$ cat src/rtl/booth_pkg.sv
// Shared types and defaults for the round-robin Booth multiplier scheduler.
package booth_pkg;

  typedef enum logic [1:0] {
    IDLE,
    LOAD,
    WAIT,
    RESP
  } state_t;

  localparam int unsigned DEF_N_REQ   = 4;
  localparam int unsigned DEF_W       = 8;
  localparam int unsigned DEF_TIMEOUT = 64;

  function automatic int unsigned prod_w(input int unsigned w);
    return 2 * w;
  endfunction

endpackage

$ cat src/rtl/rr_pick.sv
// Combinational rotate-priority select: first asserted req at ptr, ptr+1, ... mod N_REQ.
module rr_pick
  import booth_pkg::*;
#(
  parameter int unsigned N_REQ = DEF_N_REQ,
  parameter int unsigned ID_W  = $clog2(DEF_N_REQ)
) (
  input  logic [N_REQ-1:0] req,
  input  logic [ID_W-1:0]  ptr,
  output logic             any,
  output logic [ID_W-1:0]  id
);

  localparam int unsigned SW = ID_W + 1;

  logic [N_REQ-1:0] rot;
  logic [SW-1:0]    sum;

  // Rotating the doubled vector puts req[ptr] at bit 0, so a plain low-first scan is round-robin.
  always_comb begin
    rot = N_REQ'({req, req} >> ptr);
    any = 1'b0;
    id  = '0;
    sum = '0;
    for (int unsigned i = 0; i < N_REQ; i++) begin
      if (!any && rot[i]) begin
        any = 1'b1;
        sum = {1'b0, ptr} + SW'(i);
        if (sum >= SW'(N_REQ)) begin
          sum = sum - SW'(N_REQ);
        end
        id = sum[ID_W-1:0];
      end
    end
  end

endmodule

$ cat src/rtl/booth_mul_sched.sv
// Round-robin scheduler sharing one sequential Booth multiplier among N_REQ requesters.
// Optional WAIT watchdog enabled by defining BOOTH_SCHED_TIMEOUT_EN.
module booth_mul_sched
  import booth_pkg::*;
#(
  parameter int unsigned N_REQ   = DEF_N_REQ,
  parameter int unsigned W       = DEF_W,
  parameter int unsigned TIMEOUT = DEF_TIMEOUT
) (
  input  logic                     clk,
  input  logic                     rst,
  input  logic [N_REQ-1:0]         req,
  input  logic [N_REQ*W-1:0]       op_a,
  input  logic [N_REQ*W-1:0]       op_b,
  output logic [N_REQ-1:0]         ack,
  output logic                     rsp_valid,
  output logic [$clog2(N_REQ)-1:0] rsp_id,
  output logic [prod_w(W)-1:0]     rsp_prod,
  output logic                     rsp_err,
  output logic                     mul_start,
  output logic [W-1:0]             mul_a,
  output logic [W-1:0]             mul_b,
  input  logic                     mul_done,
  input  logic [prod_w(W)-1:0]     mul_prod
);

  localparam int unsigned ID_W = $clog2(N_REQ);
  localparam int unsigned PW   = prod_w(W);

  if (N_REQ < 2 || TIMEOUT < 1) begin : g_cfg_check
    $error("booth_mul_sched: N_REQ must be >= 2 and TIMEOUT >= 1");
  end

  state_t            state_q, state_d;
  logic [ID_W-1:0]   ptr_q, ptr_d;
  logic [ID_W-1:0]   win_q, win_d;
  logic              arm_q, arm_d;
  logic [N_REQ-1:0]  ack_q, ack_d;
  logic              mul_start_q, mul_start_d;
  logic [W-1:0]      mul_a_q, mul_a_d;
  logic [W-1:0]      mul_b_q, mul_b_d;
  logic              rsp_valid_q, rsp_valid_d;
  logic [ID_W-1:0]   rsp_id_q, rsp_id_d;
  logic [PW-1:0]     rsp_prod_q, rsp_prod_d;
  logic              rsp_err_q, rsp_err_d;
  logic              timed_out;

  logic              pick_any;
  logic [ID_W-1:0]   pick_id;

  rr_pick #(
    .N_REQ (N_REQ),
    .ID_W  (ID_W)
  ) u_rr_pick (
    .req (req),
    .ptr (ptr_q),
    .any (pick_any),
    .id  (pick_id)
  );

`ifdef BOOTH_SCHED_TIMEOUT_EN
  localparam int unsigned CNT_W = $clog2(TIMEOUT + 1);

  logic [CNT_W-1:0] cnt_q, cnt_d;

  // Held at zero outside WAIT, so it starts from zero on every WAIT entry.
  always_comb begin
    cnt_d     = '0;
    timed_out = 1'b0;
    if (state_q == WAIT) begin
      cnt_d     = cnt_q + 1'b1;
      timed_out = (cnt_q == CNT_W'(TIMEOUT - 1));
    end
  end

  always_ff @(posedge clk) begin
    if (rst) begin
      cnt_q <= '0;
    end else begin
      cnt_q <= cnt_d;
    end
  end
`else
  assign timed_out = 1'b0;
`endif

  always_comb begin
    state_d     = state_q;
    ptr_d       = ptr_q;
    win_d       = win_q;
    arm_d       = arm_q;
    ack_d       = '0;
    mul_start_d = 1'b0;
    mul_a_d     = mul_a_q;
    mul_b_d     = mul_b_q;
    rsp_valid_d = 1'b0;
    rsp_id_d    = rsp_id_q;
    rsp_prod_d  = rsp_prod_q;
    rsp_err_d   = rsp_err_q;

    case (state_q)
      IDLE: begin
        if (pick_any) begin
          state_d     = LOAD;
          win_d       = pick_id;
          mul_a_d     = op_a[pick_id*W +: W];
          mul_b_d     = op_b[pick_id*W +: W];
          ack_d       = N_REQ'(1) << pick_id;
          mul_start_d = 1'b1;
          arm_d       = 1'b0;
        end
      end
      LOAD: begin
        state_d = WAIT;
      end
      WAIT: begin
        // A done level still high from the previous operation is ignored until seen low once.
        if (!mul_done) begin
          arm_d = 1'b1;
        end
        if (arm_q && mul_done) begin
          state_d     = RESP;
          rsp_valid_d = 1'b1;
          rsp_id_d    = win_q;
          rsp_prod_d  = mul_prod;
          rsp_err_d   = 1'b0;
        end else if (timed_out) begin
          state_d     = RESP;
          rsp_valid_d = 1'b1;
          rsp_id_d    = win_q;
          rsp_prod_d  = '0;
          rsp_err_d   = 1'b1;
        end
      end
      RESP: begin
        state_d = IDLE;
        ptr_d   = (win_q == ID_W'(N_REQ - 1)) ? '0 : win_q + 1'b1;
      end
      default: begin
        state_d = IDLE;
      end
    endcase
  end

  always_ff @(posedge clk) begin
    if (rst) begin
      state_q     <= IDLE;
      ptr_q       <= '0;
      win_q       <= '0;
      arm_q       <= 1'b0;
      ack_q       <= '0;
      mul_start_q <= 1'b0;
      mul_a_q     <= '0;
      mul_b_q     <= '0;
      rsp_valid_q <= 1'b0;
      rsp_id_q    <= '0;
      rsp_prod_q  <= '0;
      rsp_err_q   <= 1'b0;
    end else begin
      state_q     <= state_d;
      ptr_q       <= ptr_d;
      win_q       <= win_d;
      arm_q       <= arm_d;
      ack_q       <= ack_d;
      mul_start_q <= mul_start_d;
      mul_a_q     <= mul_a_d;
      mul_b_q     <= mul_b_d;
      rsp_valid_q <= rsp_valid_d;
      rsp_id_q    <= rsp_id_d;
      rsp_prod_q  <= rsp_prod_d;
      rsp_err_q   <= rsp_err_d;
    end
  end

  assign ack       = ack_q;
  assign mul_start = mul_start_q;
  assign mul_a     = mul_a_q;
  assign mul_b     = mul_b_q;
  assign rsp_valid = rsp_valid_q;
  assign rsp_id    = rsp_id_q;
  assign rsp_prod  = rsp_prod_q;
  assign rsp_err   = rsp_err_q;

endmodule

$ cat config.mk
export PLATFORM = sky130hd
export DESIGN_NAME = booth_mul_sched
export DESIGN_NICKNAME = d
export VERILOG_FILES = /design/src/rtl/booth_pkg.sv /design/src/rtl/rr_pick.sv /design/src/rtl/booth_mul_sched.sv
export SDC_FILE = /design/constraint.sdc
export NUM_CORES = 1
export LEC_CHECK = 0
export ABC_AREA = 0
export BUFFER_PORTS_ARGS = -buffer_cell sky130_fd_sc_hd__clkbuf_2
export CAP_MARGIN = 30
export CORE_MARGIN = 1
export CORE_UTILIZATION = 44
export DETAILED_ROUTE_END_ITERATION = 7
export PLACE_DENSITY = 0.89
export SYNTH_ARGS = -nofsm -noshare
export SYNTH_HDL_FRONTEND = slang
export SYNTH_SLANG_ARGS = --single-unit
$ cat constraint.sdc
create_clock -name clk -period 4.8 [get_ports clk]
set_input_delay 0.72 -clock clk [delete_from_list [all_inputs] [get_ports clk]]
set_output_delay 0.72 -clock clk [all_outputs]
set_load 0.03 [all_outputs]
==> results.ini <==
[critical_path]
critical_path.n_buffers_inverters = 2
worstReg2RegEnd = mul_b[3]
timing.critical_path.max_delay_family = compound AO/OA/AOI/OAI gates
worst_setup_path_start_kind = input pin
reg2regPathDepth = 6
rrSetupSlack_ns = 2.56
timing.critical_path.slowest_stage_cell = a2bb2oi_4
critical_path_class = input pin to flop
critical_path_peak_fanout = 20
critPathMaxStageDelay_ns = 0.54
crit_arrival_ns = 2.55
critical_path_cell_count = 7
critical_path.endpoint_type = flop
crit-reg2reg-launch = ptr_q[0]
worstPathRequired_ns = 4.94
path_cells = clkbuf_2 > nor2b_4 > nor2_1 > a2bb2oi_4 > buf_4 > mux2i_1 > o221ai_1
startpoint = req[0]
worst_setup_path_endpoint = mul_b[3]

[grt]
track_usage_pct = 20.5
grt_first_pass_wirelength_um = 8390
grt_start_max_net_pins = 30
globalRouteOverflowTotal = 0
antenna_found_initial = 0
first_global_vias = 2002

[routing]
number_of_detailed_route_iterations_in_the_first_pass = 4
post-route-drc-count = 0
via_count = 2118
drt_iter0_markers = 66
drt-total-wl_um = 5290
postRouteAntennaNets = 0
post_dr_wirelength_cell_um = 12.5
routed_via_density = 5.00

[logic_synthesis]
synth_area_per_cell_um2 = 9.28
synthesis_stage_register_bit_count = 47
net_count_of_the_mapped_netlist = 330
number_of_flops_mapped_to_enable_cells_by_yosys = 0
post_synth_instance_area_um2 = 2210
ys.warnings.count = 0
synth_instances = 238
synth.distinct_cells = 33
synth-main-ff-cell = dfxtp_1
synthArstFlopShare_pct = 0
seq_area_frac_synth_pct = 42.6

[run_status]
status = completed

[place]
detailed_place_hpwl_um = 4060
finalWeightedCongestion = 0.802
place.detailed.instances = 416
place.port_buffers = 126

[sta]
pins_over_slew_limit = 0
layout_worst_path_cycle_share_pct = 50.4
worst_slew_margin_rel_pct = 38.1
setup_repair_after_global_routing_missed_its_margin = no
finalCriticalPeriod_ns = 2.42
achievable_freq_ghz = 0.413
fin_tns_setup_ns = 0
fin_skew_ns = 0.00631
timing_hold_violations_final = 0
whs_ns = 0.458
worst_slew_pin_slew_ns = 0.929
timing.final.setup_violations = 0

[die]
fp.dieH_um = 72.8
placement_rows = 25
core-area_um2 = 4790
num_io_pins = 128
die-width_um = 72.8
die-area_um2 = 5310
initial_utilization_pct = 46.1

[pwr]
power.leakage_uw = 0.00134
power.switching_uw = 451
power.internal_uw = 743
netSwitchingFraction_pct = 37.8
p_clk_share_pct = 19.9
cellPowerDensity_nw_per_um2 = 406
vdd_drop_max_v = 0.000260
p_seq_share_pct = 41.8
power_frac_comb_pct = 38.4

[cts]
cts_sinks = 47
post_cts_resized = 0
numCtsBuffers = 5
clock_insertion_delay_worst_skew_ns = 0.30
clock_tree_from_tritoncts = built
post-cts-setup-buffer-count = 0
htree_levels = 2
cts_buffer_depth = 2
clock-root-buffer = clkbuf_8
clk_transition_reported_paths_ns = 0.08
holdBufCountCts = 0

[finish]
drive_gt1_share_pct = 42.6
nNetsFinal = 449
insertedDiodeCount = 0
layout-area-overhead-vs-synth_pct = 33.2
post_layout_nonfiller_instances = 424

[worst_hold_path]
holdCritPathClass = flop to flop

[run]
drv_cap = 0

==> how the worst min path moves through the flow <==
stage | startpoint | endpoint | slack [ns] | depth (start not counted)
6_report | rsp_prod[2] | rsp_prod[2] | 0.46 | 2
5_1_grt | rsp_prod[14] | rsp_prod[14] | 0.48 | 2
4_1_cts | rsp_prod[14] | rsp_prod[14] | 0.46 | 2
3_5_place_dp | mul_b[1] | mul_b[1] | 0.45 | 2
3_3_place_gp | rsp_prod[12] | rsp_prod[12] | 0.44 | 2
2_1_floorplan | win_q[1] | rsp_id[1] | 0.45 | 2
==> state kept, by name (all words and copies together), names as in the netlist <==
| register | cells |
|---|---|
| arm_q | 1 |
| rsp_prod | 16 |
| state_q | 2 |
| rsp_id | 2 |
| rsp_valid | 1 |
| ack | 4 |
| mul_start | 1 |
| mul_a | 8 |
| ptr_q | 2 |
| win_q | 2 |
| mul_b | 8 |
==> cells by family after synthesis <==
group | count (synthesis) | synth area share, %
compound gates | 45 | 16.3
buf+inv | 20 | 5.44
flops | 47 | 42.6
fa+ha+maj | 5 | 2.83
simple gates | 85 | 16.8
mux | 35 | 15.9
other cells | 1 | 0.170
==> power groups by stage <==
| stage | Clock [µW] | Sequential (µW) | Combinational (µW) |
|---|---|---|---|
| finish | 237 | 498 | 458 |
| global route | 261 | 507 | 501 |
| CTS | 246 | 498 | 456 |
| detailed placement | 0 | 506 | 456 |
| global placement | 0 | 504 | 440 |
| floorplan | 0 | 602 | 240 |
==> stage by stage <==
| stage | util [%] | worst slack, ns | cell area (µm²) | power (µW) |
|---|---|---|---|---|
| floorplan | - | 2.79 | 2210 | 842 |
| finish | 61.5 | 2.38 | 2940 | 1190 |
| detailed placement | 59.4 | 1.88 | 2840 | 963 |
| global route | 61.5 | 2.21 | 2940 | 1270 |
| global placement | 59.4 | 2.13 | 2840 | 944 |
| CTS | 61.2 | 2.20 | 2930 | 1200 |
==> worst reg2reg max path: cells and delay by family, from the launching register on <==
kind,cells,cell delay [ns]
multiplexers,1,0.27
AO/OA/AOI/OAI,2,0.68
buffers and inverters,1,0.43
flip-flops,1,0.43
AND/OR/NAND/NOR,2,0.28
==> Yosys cell counts, drive strengths merged, types with 2 or more instances <==
master	number	area share, %
nand2	57	9.7
dfxtp	47	43
mux2i	35	16
a21oi	23	5.6
nor2	17	2.9
o221ai	16	8.6
buf	10	3.7
clkbuf	6	1.1
ha	5	2.8
inv	4	0.68
nor2b	4	1.5
o21ai	2	0.62
==> routing by layer <==
| metal | track usage, % | vias to the layer above | routed length, µm |
|---|---|---|---|
| li1 | - | 1057 | - |
| met1 | 20.7 | 961 | 2130 |
| met2 | 39.5 | 89 | 2680 |
| met3 | 5.25 | 11 | 364 |
| met4 | 8.50 | 0 | 102 |
| met5 | 0 | - | 0 |
==> final cells by class <==
class / count / area [µm²]
Clock inverter: 1 / 5.00
Inverter: 4 / 15.0
Fill cell: 408 / 1840
Sequential cell: 47 / 941
Clock buffer: 6 / 82.6
Timing Repair Buffer: 128 / 649
Tap cell: 67 / 83.8
Multi-Input combinational cell: 171 / 1160
==> cells in the final DEF, fill, tap and decap left out, types with 2 or more instances in the layout <==
cell type,instances
a21oi_1,21
a21oi_2,2
clkbuf_2,126
clkbuf_8,6
dfxtp_1,47
ha_1,5
inv_1,4
mux2i_1,35
nand2_1,57
nor2_1,17
nor2b_1,3
o221ai_1,8
o221ai_2,8
No activity file was read; power rests on OpenSTA's default activity.
